## src/rtl/if_stage.sv

```systemverilog
// if_stage: instruction fetch with IF/ID register and optional 2-bit BHT (enable with `define IF_BHT_EN)
module if_stage #(
  parameter logic [7:0] RESET_PC  = 8'h00,
  parameter int         BHT_IDX_W = 4
) (
  input  logic        clk,
  input  logic        rst,
  output logic [7:0]  imem_addr,
  input  logic [18:0] imem_data,
  input  logic        imem_ready,
  input  logic        stall,
  input  logic        flush,
  input  logic [7:0]  redirect_pc,
  input  logic        upd_en,
  input  logic [7:0]  upd_pc,
  input  logic        upd_taken,
  output logic [18:0] instruction,
  output logic [7:0]  pc_out,
  output logic [1:0]  prediction,
  output logic        valid
);
  typedef enum logic [1:0] {BOOT, RUN, WAIT_MEM, HOLD} state_t;
  state_t      r_state, w_state_nxt;
  logic [7:0]  r_pc, w_pc_nxt;
  logic [18:0] r_instr;
  logic [7:0]  r_pc_out;
  logic [1:0]  r_pred, w_pred;
  logic        r_valid, w_active, w_fetch, w_miss;
  assign imem_addr   = r_pc;
  assign instruction = r_instr;
  assign pc_out      = r_pc_out;
  assign prediction  = r_pred;
  assign valid       = r_valid;
`ifdef IF_BHT_EN
  logic [1:0] r_bht [2**BHT_IDX_W];
  logic       w_unused_upd;
  assign w_unused_upd = ^upd_pc;
  assign w_pred = r_bht[r_pc[BHT_IDX_W-1:0]];
  // Predicted next PC: taken branches jump by the signed 8-bit offset, everything else steps by one
  always_comb begin
    w_pc_nxt = (imem_data[18:17] == 2'b11 && w_pred[1]) ? r_pc + imem_data[7:0] : r_pc + 8'd1;
  end
  // 2-bit saturating counters trained by resolved branches; fetch sees the pre-update value
  always_ff @(posedge clk or posedge rst) begin
    if (rst) begin
      for (int i = 0; i < 2**BHT_IDX_W; i++) r_bht[i] <= 2'b01;
    end else if (upd_en) begin
      r_bht[upd_pc[BHT_IDX_W-1:0]] <= upd_taken
        ? (r_bht[upd_pc[BHT_IDX_W-1:0]] == 2'b11 ? 2'b11 : r_bht[upd_pc[BHT_IDX_W-1:0]] + 2'b01)
        : (r_bht[upd_pc[BHT_IDX_W-1:0]] == 2'b00 ? 2'b00 : r_bht[upd_pc[BHT_IDX_W-1:0]] - 2'b01);
    end
  end
`else
  logic w_unused_upd;
  assign w_unused_upd = ^{upd_en, upd_pc, upd_taken} ^ (BHT_IDX_W > 0);
  assign w_pred = 2'b01;
  // Without a predictor the fetch stream is strictly sequential
  always_comb begin
    w_pc_nxt = r_pc + 8'd1;
  end
`endif
  // Next state and fetch decisions; flush beats stall beats memory readiness
  always_comb begin
    w_active    = !flush && r_state != BOOT && !stall;
    w_fetch     = w_active && imem_ready;
    w_miss      = w_active && !imem_ready;
    w_state_nxt = flush ? RUN
                : (r_state == BOOT) ? RUN
                : stall ? ((r_state == RUN && r_valid) ? HOLD : r_state)
                : imem_ready ? RUN : WAIT_MEM;
  end
  // PC, IF/ID register and FSM state
  always_ff @(posedge clk or posedge rst) begin
    if (rst) begin
      r_state  <= BOOT;
      r_pc     <= RESET_PC;
      r_instr  <= 19'h0;
      r_pc_out <= 8'h00;
      r_pred   <= 2'b00;
      r_valid  <= 1'b0;
    end else begin
      r_state <= w_state_nxt;
      if (flush) begin
        r_valid <= 1'b0;
        r_pc    <= redirect_pc;
      end else if (w_fetch) begin
        r_instr  <= imem_data;
        r_pc_out <= r_pc;
        r_pred   <= w_pred;
        r_valid  <= 1'b1;
        r_pc     <= w_pc_nxt;
      end else if (w_miss) begin
        r_valid <= 1'b0;
      end
    end
  end
endmodule

```

## config.mk

```make
export PLATFORM = sky130hd
export DESIGN_NAME = if_stage
export DESIGN_NICKNAME = d
export VERILOG_FILES = /design/src/rtl/if_stage.sv
export SDC_FILE = /design/constraint.sdc
export NUM_CORES = 1
export LEC_CHECK = 0
export ABC_AREA = 0
export BUFFER_PORTS_ARGS = -buffer_cell sky130_fd_sc_hd__clkbuf_2
export CAP_MARGIN = 20
export CORE_MARGIN = 2
export CORE_UTILIZATION = 37
export CTS_CLUSTER_DIAMETER = 120
export DETAILED_ROUTE_END_ITERATION = 10
export PLACE_DENSITY = 0.7
export SYNTH_ARGS = -nofsm -noshare
export SYNTH_HDL_FRONTEND = slang
export SYNTH_SLANG_ARGS = --single-unit
```

## constraint.sdc

```tcl
create_clock -name clk -period 1.62 [get_ports clk]
set_input_delay 0.324 -clock clk [delete_from_list [all_inputs] [get_ports clk]]
set_output_delay 0.324 -clock clk [all_outputs]
set_load 0.01 [all_outputs]
```

Word-level counts from Yosys, hierarchy flattened
Index checks and enable logic that the tools add are counted.
Widths: inputs -> output; s select.
{"block": "totals", "register_bits": 39, "latchBits": 0, "mem_bits_rw": 0, "romBits": 0, "input_bits": 42, "mem_count": 0}
{"block": "classes", "addsub": 1, "mul": 0, "div": 0, "n_lt_le_gt_ge": 0, "n_eq_ne": 2, "shifts": 0, "muxes": 10, "bitwise_logic": 1, "n_reduce_logical": 13}
{"op": "$mux 8", "count": 2}
{"op": "$mux 2", "count": 5}
{"op": "$add 8x1->8 const B", "count": 1}
{"op": "$logic_and 1x1->1", "count": 5}
{"op": "$ne 4x1->1 const B", "count": 1}
{"op": "$reduce_bool 2->1", "count": 2}
{"op": "$logic_not 1->1", "count": 3}
{"op": "$mux 1", "count": 3}
{"op": "$reduce_bool 3->1", "count": 1}
{"op": "$eq 2x1->1 const B", "count": 1}
{"op": "$logic_not 2->1", "count": 1}
{"op": "$reduce_and 2->1", "count": 1}
{"op": "$not 1->1", "count": 1}

Depth between registers and ports, before layout
{"block": "logic_depth", "word_depth": 7, "mapped_depth": 6, "mapped_depth_nobuf": 5}

Worst setup path before layout
Ideal clock, no wire load.
{"block": "synth_timing", "kind": "reg2reg", "startpoint": "register r_state[0]", "endpoint": "register r_instr[10], in the netlist instruction[10]", "setup_time_ns": 0.125, "arrival_time_ns": 1.374, "required_time_ns": 1.495, "setup_slack_ns": 0.121, "stages_incl_launch_ff": 6, "n_path_buf": 2, "period_less_slack_ns": 1.499, "cell_sequence": "dfrtp_1 > o21ba_4 > and3b_4 > buf_6 > buf_12 > mux2_4"}
{"block": "synth_via", "elab_chain_len": 5}
{"element": "start: declaration", "line_no": "23", "text": "state_t r_state, w_state_nxt;"}
{"element": "start signal: assignment", "line_no": "82", "text": "r_state <= w_state_nxt;"}
{"element": "$reduce_bool 2->1", "line_no": "64", "text": "w_active = !flush && r_state != BOOT && !stall;"}
{"element": "$logic_and 1x1->1 (2 in series)", "line_no": "64"}
{"element": "$logic_and 1x1->1", "line_no": "65", "text": "w_fetch = w_active && imem_ready;"}
{"element": "$reduce_and 2->1 (no source line)"}
{"element": "end signal: assignment", "line_no": "87", "text": "r_instr <= imem_data;"}
{"element": "end: declaration", "line_no": "25", "text": "logic [18:0] r_instr;"}
No other way between the ends.
A chain may end at the register's enable or synchronous reset.

Worst setup path in the final report
{"block": "layout_timing", "startpoint": "register r_state[0]", "endpoint": "register r_instr[16], in the netlist instruction[16]"}
Same word-level chain as after synthesis.

==> out/results.env <==
GRT_FIRST_PASS_WIRELENGTH_UM=5520
POST_DRT_VIA_CELL_RATIO=4.719
WORST-PATH-MAX-FANOUT=16
NUM_ANTENNA_CELLS=0
SETUP_CP_TYPE='flop to flop'
CTS_HOLD_BUFFERS=0
DIE_FOOTPRINT_MM2=0.005089
REG2REGPATHDEPTH=4
ROUTED-VIA-COUNT=1194
AREA_GROWTH_SYN_TO_LAYOUT_PCT=31.17
SYN-NUM-NETS=166
TIMING.SETUP.TNS_PS=0
YS_TYPES=32
DRT.ANTENNA.VIOLATING_NETS=0
PEAKVDDDROP_mV=0.5068
TOP_LEVEL_PORTS=80
SYNTHESIS.YOSYS.WARNINGS=0
SETUP_VIOL=0
R2R_SLACK_PS=180
TIMING.CRITICAL_PATH.ARRIVAL_PS=1610
DRT-INITIAL-DRC-COUNT=50
NUMBER_OF_FLOPS_MAPPED_TO_ENABLE_CELLS_BY_YOSYS=0
SYNTH_TOP_FLOP_CELL='sky130_fd_sc_hd__dfrtp_1'
CTS_MAX_PATH_BUFFERS=2
WL_UM=3245
WORST_SETUP_SLACK_POST_DPL_PS=52.88
LARGEST_NET_DEGREE_AT_THE_START_OF_GLOBAL_ROUTING=40
FINAL-MAX-SLEW-VIOLATION-COUNT=0
WL_PER_CELL_UM=12.83
DIE_H_UM=71.34
PORT_BUFFERS=68
POST-CTS-SETUP-BUFFERS=0
CTS_TREE='built'
FIN_CELLS=253
STATUS='finished clean'
FILLCELL_TOTAL=395
POWER.STATIC_LEAKAGE_nW=1.098
FINAL_CRITICAL_PATH_SETUP_SLACK_PS=183.3
ROUTE.DETAILED.DRC=0
MAX_CAP_VIOLATIONS=0
GRTUSAGETOTAL_PCT=13.78
POST_CTS_RESIZED=0
NUMCLOCKSINKS=39
POST-ROUTE-PERIOD-UTIL_PCT=88.69
VIA_COUNT_OF_THE_FIRST_GLOBAL_ROUTING_PASS=1156
REQUIRED_PS=1790
WORST_SETUP_PATH_START_KIND='flop'
CTS-HTREE-LEVELS=2
PLACEDCELLCOUNT=245
HPWL_DETAILED_UM=2437
GRT_ANTENNA_BEFORE_REPAIR=0
FP.DIEW_UM=71.34
PLACEABLECOREAREA_MM2=0.004354
YOSYS.AREA.TOP_TYPE_SHARE_PCT=58.17
HOLD_CLASS='input port to async pin'
PERIOD_NEEDED_PS=1437
SYNTH_AREA_LEADERS='sky130_fd_sc_hd__dfrtp_1 (58%), sky130_fd_sc_hd__mux2_2 (13%), sky130_fd_sc_hd__mux2_4 (7.2%)'
CRITPATHCAPTURETYPE='flop'
ROW_COUNT=24
POSTSYNTHREGISTERBITS=39
RSZ0062_AT_GRT='no'
GLOBALROUTE.TOTALOVERFLOW=0
SYNTHCELLS=123
FINAL_NET_COUNT=243
POSTSYNTHAREAPERCELL_UM2=13.64
FMAX_MHz=696.0
SYNTH_SEQUENTIAL_AREA_RATIO_PCT=58.17
TIMING.RR.START='r_state[0]$_DFFE_PP0P_'
WORST_REG2REG_PATH_ENDPOINT='instruction[16]$_DFFE_PP0P_'
SYNTH_AREA_MM2=0.001678
POST_ROUTE_CELLS_DRIVE_ABOVE_1_SHARE_PCT=56.72
CLKTRANSATPATHREGS_PS=70
ITERATION_COUNT_OF_THE_INITIAL_DETAILED_ROUTING_PASS=4
POSTSYNTH.ASYNCRESETSHARE_PCT=100.0
POWERDENSITY_mW_PER_MM2=1149
CLK-INSERTION-DELAY-LATE_PS=280
NUM_CTS_BUFFERS=5
FINAL_ESTIMATED_ROUTING_CONGESTION_IN_GLOBAL_PLACEMENT=0.8018
NETLIST.TOP_CELL.BY_AREA='sky130_fd_sc_hd__dfrtp_1'
TIMING_HOLD_VIOLATIONS_FINAL=0
FIN_SKEW_PS=3.104
CTS-ROOT-BUF='sky130_fd_sc_hd__clkbuf_8'
INITIAL_UTILIZATION_PCT=38.53
-- worst max-delay path by stage --
stage,from,end,slack [ps],cells after the start
after floorplan,r_state[0]$_DFFE_PP0P_,instruction[10]$_DFFE_PP0P_,120,5
final,r_state[0]$_DFFE_PP0P_,instruction[16]$_DFFE_PP0P_,180,4
after detailed placement,stall,instruction[1]$_DFFE_PP0P_,50,5
after CTS,r_state[0]$_DFFE_PP0P_,instruction[1]$_DFFE_PP0P_,170,4
after global placement,stall,instruction[1]$_DFFE_PP0P_,80,5
after global routing,imem_addr[0]$_DFFE_PP0P_,imem_addr[7]$_DFFE_PP0P_,70,4
-- layer usage --
layer  track usage, %  part of all wire, %
met1            18.02                   42
met2            22.02                   50
met3            5.485                  7.0
met4            2.516                 0.77
met5                0                    0
-- registers in the layout, indices dropped and copies added, names as in the netlist --
name         cells
imem_addr        8
pc_out           8
prediction       1
valid            1
r_state          2
instruction     19
-- synthesized netlist by cell type, types with 2 or more instances --
cell type and n:
sky130_fd_sc_hd__mux2_4 8, sky130_fd_sc_hd__nand3_1 4, sky130_fd_sc_hd__a21oi_1 2, sky130_fd_sc_hd__nand4_1 2, sky130_fd_sc_hd__dfrtp_1 39, sky130_fd_sc_hd__mux2_2 19, sky130_fd_sc_hd__nand2_1 10, sky130_fd_sc_hd__clkbuf_1 2
sky130_fd_sc_hd__nor2b_1 2, sky130_fd_sc_hd__and3_1 3, sky130_fd_sc_hd__o21ai_0 7, sky130_fd_sc_hd__xor2_1 5
-- kinds of logic (layout without fill, tap and decap cells) --
group | Yosys count | in the layout | synth area share [%]
other cells | 1 | 1 | 0.2235
flops | 39 | 39 | 58.17
mux | 28 | 28 | 20.51
simple gates | 28 | 28 | 8.874
buf+inv | 7 | 85 | 3.281
compound gates | 13 | 13 | 5.071
xor+xnor | 6 | 6 | 3.132
fa+ha+maj | 1 | 1 | 0.7456
-- worst max-delay path, cell delays in order, from the launching register on --
cell,delay (ps)
sky130_fd_sc_hd__dfrtp_1,420
sky130_fd_sc_hd__o21ba_4,240
sky130_fd_sc_hd__and3b_4,210
sky130_fd_sc_hd__buf_12,160
sky130_fd_sc_hd__mux2_4,300
-- metrics by stage --
step                      hold slack, ps  instance area, µm²  util (%)  power (W)
after global routing               195.2                2201     50.55   0.002696
after floorplan                    440.8                1678         -   0.001643
after global placement             452.8                2117     48.62   0.001921
final                              130.5                2201     50.55   0.002530
after CTS                          138.3                2201     50.55   0.002580
after detailed placement           452.9                2117     48.62   0.001943
-- placed cells by master (no fill, tap or decap), types with 2 or more instances in the layout --
| master | n |
|---|---|
| sky130_fd_sc_hd__a21oi_1 | 2 |
| sky130_fd_sc_hd__and3_1 | 3 |
| sky130_fd_sc_hd__buf_12 | 2 |
| sky130_fd_sc_hd__buf_4 | 6 |
| sky130_fd_sc_hd__clkbuf_2 | 68 |
| sky130_fd_sc_hd__clkbuf_8 | 5 |
| sky130_fd_sc_hd__clkinv_2 | 3 |
| sky130_fd_sc_hd__dfrtp_1 | 39 |
| sky130_fd_sc_hd__mux2_2 | 19 |
| sky130_fd_sc_hd__mux2_4 | 8 |
| sky130_fd_sc_hd__nand2_1 | 10 |
| sky130_fd_sc_hd__nand3_1 | 4 |
| sky130_fd_sc_hd__nand4_1 | 2 |
| sky130_fd_sc_hd__nor2b_1 | 2 |
| sky130_fd_sc_hd__o21ai_0 | 7 |
| sky130_fd_sc_hd__xor2_1 | 5 |
-- report_power, final --
group          switching, W  internal, W  leakage, nW  total [W]
registers          0.000108      0.00116        0.464    0.00127
clock network      0.000325     0.000294       0.0477   0.000620
logic              0.000290     0.000351        0.587   0.000641
-- final cells by class --
| type | instances | area (µm²) | share of cell area, % |
|---|---|---|---|
| sequential | 39 | 975.9 | 44.34 |
| clock inverter | 3 | 15.01 | 0.6822 |
| timing repair buffer | 76 | 425.4 | 19.33 |
| clock buffer | 5 | 68.82 | 3.127 |
| inverter | 1 | 3.754 | 0.1706 |
| tap | 52 | 65.06 | 2.956 |
| multi-input combinational | 77 | 646.9 | 29.39 |
No activity file was read; power rests on OpenSTA's default activity.
